==> src/rtl/display_scan_ctrl.sv <==
// display_scan_ctrl
// Time-multiplexed scan controller for a 4-digit common-anode 7-segment
// display. Walks one digit slot at a time and holds every anode off for a
// guard interval at the start of each slot so the shared cathode decoder
// settles before a digit lights. Digits are captured once per frame, so a
// frame never shows a mix of old and new values. Any digit can be blinked
// for adjust mode, and the whole display can be blanked.
module display_scan_ctrl #(
  parameter int REFRESH_DIV = 100000,
  parameter int GUARD       = 2000,
  parameter int BLINK_DIV   = 25000000
) (
  input  logic        clk,
  input  logic        rst,
  input  logic [15:0] digits,
  input  logic [3:0]  blink_mask,
  input  logic        disp_en,
  output logic [3:0]  anode,
  output logic [3:0]  digit_out,
  output logic        frame_tick
);

  localparam int RW = (REFRESH_DIV > 1) ? $clog2(REFRESH_DIV) : 1;
  localparam int BW = (BLINK_DIV > 1) ? $clog2(BLINK_DIV) : 1;

  localparam logic [RW-1:0] REFRESH_LAST = RW'(REFRESH_DIV - 1);
  localparam logic [RW-1:0] GUARD_END    = RW'(GUARD);
  localparam logic [BW-1:0] BLINK_LAST   = BW'(BLINK_DIV - 1);

  // Scan position
  logic [RW-1:0] r_refresh_cnt;
  logic [1:0]    r_slot;

  // Frame snapshot
  logic [15:0]   r_snapshot;
  logic          r_frame_tick;

  // Sampled control inputs
  logic [3:0]    r_mask_q;
  logic          r_disp_en_q;

  // Blink timing
  logic [BW-1:0] r_blink_cnt;
  logic          r_blink_phase;

  // Registered anode drive
  logic [3:0]    r_anode;

  // Next-state helpers
  logic          w_slot_end;
  logic          w_frame_end;
  logic [RW-1:0] w_refresh_next;
  logic [1:0]    w_slot_next;
  logic          w_guard_next;
  logic          w_blink_off;
  logic          w_blank_next;
  logic [3:0]    w_anode_next;
  logic [3:0]    w_digit;

  // The last cycle of a slot advances the slot; the last cycle of slot 3 ends the frame.
  assign w_slot_end     = (r_refresh_cnt == REFRESH_LAST);
  assign w_frame_end    = w_slot_end && (r_slot == 2'd3);
  assign w_refresh_next = w_slot_end ? '0 : r_refresh_cnt + RW'(1);
  assign w_slot_next    = w_slot_end ? r_slot + 2'd1 : r_slot;

  // The anode register is loaded with the drive for the slot position it
  // will be displayed in, so the guard window lines up exactly with the
  // first GUARD cycles after a slot change.
  assign w_guard_next   = (w_refresh_next < GUARD_END);
  assign w_blink_off    = r_mask_q[w_slot_next] && r_blink_phase;
  assign w_blank_next   = w_guard_next || !r_disp_en_q || w_blink_off;
  assign w_anode_next   = w_blank_next ? 4'b1111 : ~(4'b0001 << w_slot_next);

  // Refresh counter and slot index advance continuously, even while blanked.
  always_ff @(posedge clk or posedge rst) begin
    if (rst) begin
      r_refresh_cnt <= '0;
      r_slot        <= 2'd0;
    end else begin
      r_refresh_cnt <= w_refresh_next;
      r_slot        <= w_slot_next;
    end
  end

  // Capture all four digits on the slot 3 -> 0 wrap and flag the new frame.
  always_ff @(posedge clk or posedge rst) begin
    if (rst) begin
      r_snapshot   <= 16'h0000;
      r_frame_tick <= 1'b0;
    end else begin
      if (w_frame_end) begin
        r_snapshot <= digits;
      end
      r_frame_tick <= w_frame_end;
    end
  end

  // Register the blink mask and display enable once before they touch the anodes.
  always_ff @(posedge clk or posedge rst) begin
    if (rst) begin
      r_mask_q    <= 4'b0000;
      r_disp_en_q <= 1'b0;
    end else begin
      r_mask_q    <= blink_mask;
      r_disp_en_q <= disp_en;
    end
  end

  // Blink half-period timer; held cleared while nothing blinks so each
  // blink episode begins with a full visible half-period.
  always_ff @(posedge clk or posedge rst) begin
    if (rst) begin
      r_blink_cnt   <= '0;
      r_blink_phase <= 1'b0;
    end else if (r_mask_q == 4'b0000) begin
      r_blink_cnt   <= '0;
      r_blink_phase <= 1'b0;
    end else if (r_blink_cnt == BLINK_LAST) begin
      r_blink_cnt   <= '0;
      r_blink_phase <= ~r_blink_phase;
    end else begin
      r_blink_cnt   <= r_blink_cnt + BW'(1);
    end
  end

  // Anode drive register: all off in reset so the display goes dark at once.
  always_ff @(posedge clk or posedge rst) begin
    if (rst) begin
      r_anode <= 4'b1111;
    end else begin
      r_anode <= w_anode_next;
    end
  end

  // Select the current slot's nibble from the frame snapshot; it changes on
  // the same edge as the slot and is never replaced by a blank code.
  always_comb begin
    w_digit = r_snapshot[3:0];
    case (r_slot)
      2'd0: w_digit = r_snapshot[3:0];
      2'd1: w_digit = r_snapshot[7:4];
      2'd2: w_digit = r_snapshot[11:8];
      2'd3: w_digit = r_snapshot[15:12];
      default: w_digit = r_snapshot[3:0];
    endcase
  end

  assign anode      = r_anode;
  assign digit_out  = w_digit;
  assign frame_tick = r_frame_tick;

endmodule

==> config.mk <==
export PLATFORM = sky130hd
export DESIGN_NAME = display_scan_ctrl
export DESIGN_NICKNAME = d
export VERILOG_FILES = /design/src/rtl/display_scan_ctrl.sv
export SDC_FILE = /design/constraint.sdc
export NUM_CORES = 1
export LEC_CHECK = 0
export ABC_AREA = 1
export CORE_UTILIZATION = 38
export CTS_BUF_LIST = sky130_fd_sc_hd__clkbuf_16
export DETAILED_ROUTE_END_ITERATION = 7
export GPL_TIMING_DRIVEN = 0
export PLACE_DENSITY_LB_ADDON = 0.25
export SLEW_MARGIN = 20
export SYNTH_ARGS = -nofsm -noshare
export SYNTH_HDL_FRONTEND = slang
export SYNTH_SLANG_ARGS = --single-unit
==> constraint.sdc <==
create_clock -name clk -period 4.3 [get_ports clk]
set_input_delay 0.645 -clock clk [delete_from_list [all_inputs] [get_ports clk]]
set_output_delay 0.645 -clock clk [all_outputs]
set_load 0.01 [all_outputs]
# Yosys cells after proc, flatten, opt, wreduce, memory -nomap -nowiden
# Cells that the tools add are included.
# classes
bitwise_logic,2
n_mul,0
eq_ne,5
add_sub_neg,3
reduce_logical,8
n_mux,10
order_cmp,2
n_div,0
shift,1
# op_table
operator,n
two-way mux 25 bit,2
adder 25 x 1 -> 25 bit (second input constant),1
== test 25 bit (second input constant),1
adder 17 x 1 -> 17 bit (second input constant),1
== test 17 bit (second input constant),1
less-than comparator 17 x 11 -> 1 bit (second input constant),1
two-way mux 17 bit,1
one-hot mux 4 bit (4 select lines),1
== test 2 bit (second input constant),2
logical NOT 4 bit,1
two-way mux 4 bit,1
inverter 4 bit,1
<< shifter 1 x 2 -> 4 bit (first input constant),1
less-than comparator 2 x 3 -> 1 bit (second input constant),1
two-way mux 1 bit,3
adder 2 x 1 -> 2 bit (second input constant),1
binary-select mux 1 bit (select 2 bit),1
== test 2 x 1 -> 1 bit (second input constant),1
logical AND 1 bit,2
logical NOT 2 bit,1
logical OR 1 bit,2
two-way mux 2 bit,1
nonzero test 2 bit,1
logical NOT 1 bit,1
inverter 1 bit,1
# word_totals
out_inout_bits,9
ram_bits,0
ff_bits,71
memories,0
romBits,0
latchBits,0
wordCells,40

# Longest topological paths before layout
# depth
depth_word,7
mapped_depth,13
mapped_depth_nobuf,13

# Worst setup path before layout
# No wires, ideal clock.
# synth_path
kind,register -> output
from,register r_slot[0]
to,output port digit_out[1]
t_required_ns,3.655
t_arrival_ns,1.195
path_stages_with_launch,6
n_path_buf,1
slack_ns,2.460
cell_sequence,dfrtp_1 > inv_1 > ha_1 > clkbuf_1 > a21oi_1 > a32oi_1
# synth_via
elab_chain_len,2
elab_cells_between_ends,5
cone_classes,eq/ne: 3; mux: 1; reduce/logical: 1
# synth_rtl
element,line,text
from (decl),32,logic [1:0] r_slot;
from (signal assigned),81,r_slot <= w_slot_next;
"== test 2 bit, or another cell as far along",139,case (r_slot)
one-hot mux 4 bit (4 select lines) (*),139,
to (decl),19,"output logic [3:0] digit_out,"
# Mark *: on every way between the ends. The rest lies on a longest branch, timed or not.

# Worst setup path in the final report
# Ends and elaborated chain as after synthesis.

==> impl_metrics.json <==
{
  "status": "complete, no violations",
  "fin_worst_skew_ps": 6.186,
  "placedCellCount": 659,
  "grt_pass1_wl_um": 14320,
  "wl_um": 8229,
  "antenna_found_initial": 0,
  "clock_sinks": 71,
  "cp-startpoint": "r_slot[0]",
  "hold_depth": 1,
  "layout-drive-gt1-share_pct": 9.410,
  "rsz0062_at_grt": "false",
  "critPathRequiredTime_ps": 3650,
  "grt_max_degree": 56,
  "finalCritPeriodShare_pct": 67.60,
  "cts_buffer_depth": 2,
  "relSlewSlack_pct": 53.69,
  "synth_edf_count": 0,
  "endpoint_kind": "output pin",
  "grt.overflow.total": 0,
  "clk_latency_ps": 330,
  "syn_area_um2": 3784,
  "synth_warnings": 0,
  "cts_resized": 0,
  "start_kind": "flip-flop",
  "grt_usage_pct": 17.79,
  "ys_ff_latch": 71,
  "numPortBuffers": 31,
  "initial_core_util_pct": 38.89,
  "cts-root-buf": "clkbuf_16",
  "fin_nets": 566,
  "critPathMaxFanout": 8,
  "syn_inst": 494,
  "timing.final.ws_setup_ps": 1393,
  "die_h_um": 101.8,
  "postRouteAntennaNets": 0,
  "cts_made_buffers": 9,
  "cts_htree_levels": 3,
  "pre_cts_slack_ps": 1743,
  "dieArea_um2": 10360,
  "p_per_area_nw_per_um2": 332.5,
  "p_leak_nw": 2.059,
  "crit_type": "reg -> out",
  "routedWlPerCell_um": 12.19,
  "final_common_cell": "nand2_1",
  "peakVddDrop_v": 0.0001855,
  "seq_area_frac_synth_pct": 47.09,
  "min_to": "r_blink_cnt[0]",
  "hold_viol": 0,
  "tightestPinTransition_ps": 688.9,
  "finalNonFillerCells": 675,
  "first_pass_iters": 4,
  "period_needed_ps": 2907,
  "regArea_um2": 1782,
  "drt_iter0_markers": 176,
  "maxSlewViolCount": 0,
  "fillers": 964,
  "rr_worst_depth": 5,
  "routed_via_density": 4.773,
  "async_flop_share_pct": 100.0,
  "setup_viol": 0,
  "synth_nets": 523,
  "core_um2": 9729,
  "postCtsHoldBufs": 0,
  "max_cap_viol_count": 0,
  "die_w_um": 101.8,
  "final_cell_mix": "nand2_1, inv_1, dfrtp_1, nor2_1, nand3_1",
  "gp_congestion": 0.8389,
  "multiInputGateArea_um2": 1709,
  "synth_top_flop_cell": "dfrtp_1",
  "first_global_vias": 3119,
  "io_pins": 32,
  "r2r_end": "r_blink_cnt[14]",
  "crit_arrival_ps": 2260,
  "fmax_mhz": 344.0,
  "drc": 0,
  "r2r_slack_ps": 2280,
  "hpwl_um": 6134,
  "holdCritStartpoint": "r_blink_cnt[0]",
  "area_delta_synth_final_pct": 20.63,
  "syn_avg_cell_area_um2": 7.659,
  "final.setup.tns_ps": 0,
  "hold_class": "reg -> reg",
  "diodes": 0,
  "std_cell_rows": 36,
  "vias": 3222,
  "cts_tree": "built",
  "post-cts-setup-buffers": 0,
  "r2r-start": "r_mask_q[1]",
  "synth_cell_type_count": 36,
  "clk_pin_slew_ps": 60
}
how the worst max path moves through the flow:
stage,to,slack (ps),cells past startpoint
floorplan,frame_tick,1870,1
global placement,r_refresh_cnt[13],600,2
detailed placement,digit_out[1],1740,6
CTS,digit_out[1],1370,6
global route,digit_out[1],1250,6
finish,digit_out[1],1390,6
flip-flops by register name, indices dropped and copies added, names as in the netlist:
signal / count
r_snapshot: 16
frame_tick: 1
r_blink_phase: 1
r_slot: 2
r_blink_cnt: 25
r_mask_q: 4
anode: 4
r_refresh_cnt: 17
r_disp_en_q: 1
final cells by class:
cell class | count | area share [%]
sequential | 71 | 39.04
multi-input combinational | 347 | 37.45
timing repair buffer | 32 | 7.401
inverter | 71 | 5.894
clock buffer | 9 | 4.934
tap | 133 | 3.646
clock inverter | 7 | 1.069
buffer | 5 | 0.5757
kinds of logic after synthesis:
| logic type | synth area share, % |
|---|---|
| XOR/XNOR | 1.620 |
| adder cells (fa/ha/maj) | 1.984 |
| AO/OA/AOI/OAI | 5.192 |
| flip-flops | 47.09 |
| buffers and inverters | 7.738 |
| AND/OR/NAND/NOR | 36.38 |
routing by layer:
metal	part of all wire [%]	routed length [µm]	vias to the layer above	GRT usage (%)
met5	0	0	-	0
met1	48	3963	1491	23.45
met4	1.3	105	0	8.473
li1	-	-	1657	-
met3	4.4	361	9	2.899
met2	46	3798	65	28.53
cells in the mapped netlist (3+ instances only):
master	count	area share [%]
nand2_1	139	14
nand4_1	14	2.3
nor3b_1	8	1.6
nand3_1	35	4.6
xnor2_1	3	0.69
xor2_1	4	0.93
a32oi_1	3	0.69
dfrtp_1	67	44
nand2_2	4	0.66
inv_1	70	6.9
buf_2	3	0.40
a21oi_1	13	1.7
dfstp_2	4	2.8
nor2_4	3	0.89
nor2_1	64	6.3
ha_1	6	2.0
o21ai_0	8	1.1
nor2_2	10	1.7
nor3_1	15	2.0
critical path, cell delays in order (launching register included):
cell and delay (ps):
dfrtp_1 440, inv_1 140, ha_1 150, clkbuf_1 310, a21oi_1 70, a32oi_1 230
clkdlybuf4s50_1 590
where the power goes:
part / switching (mW) / internal, mW
Clock: 0.289 / 0.391
Sequential: 0.0223 / 0.701
Combinational: 0.0611 / 0.0538
through the flow:
stage | hold WS (ps) | power [mW] | area [µm²] | utilization, %
final | 468.4 | 1.518 | 4564 | 46.91
after floorplan | 431.2 | 0.8078 | 3784 | -
after detailed placement | 460.7 | 0.8513 | 4290 | 44.10
after global placement | 448.2 | 0.8435 | 4260 | 43.79
after global routing | 506.5 | 1.588 | 4564 | 46.91
after CTS | 468.6 | 1.543 | 4564 | 46.91
(Power assumes the default switching activity.)
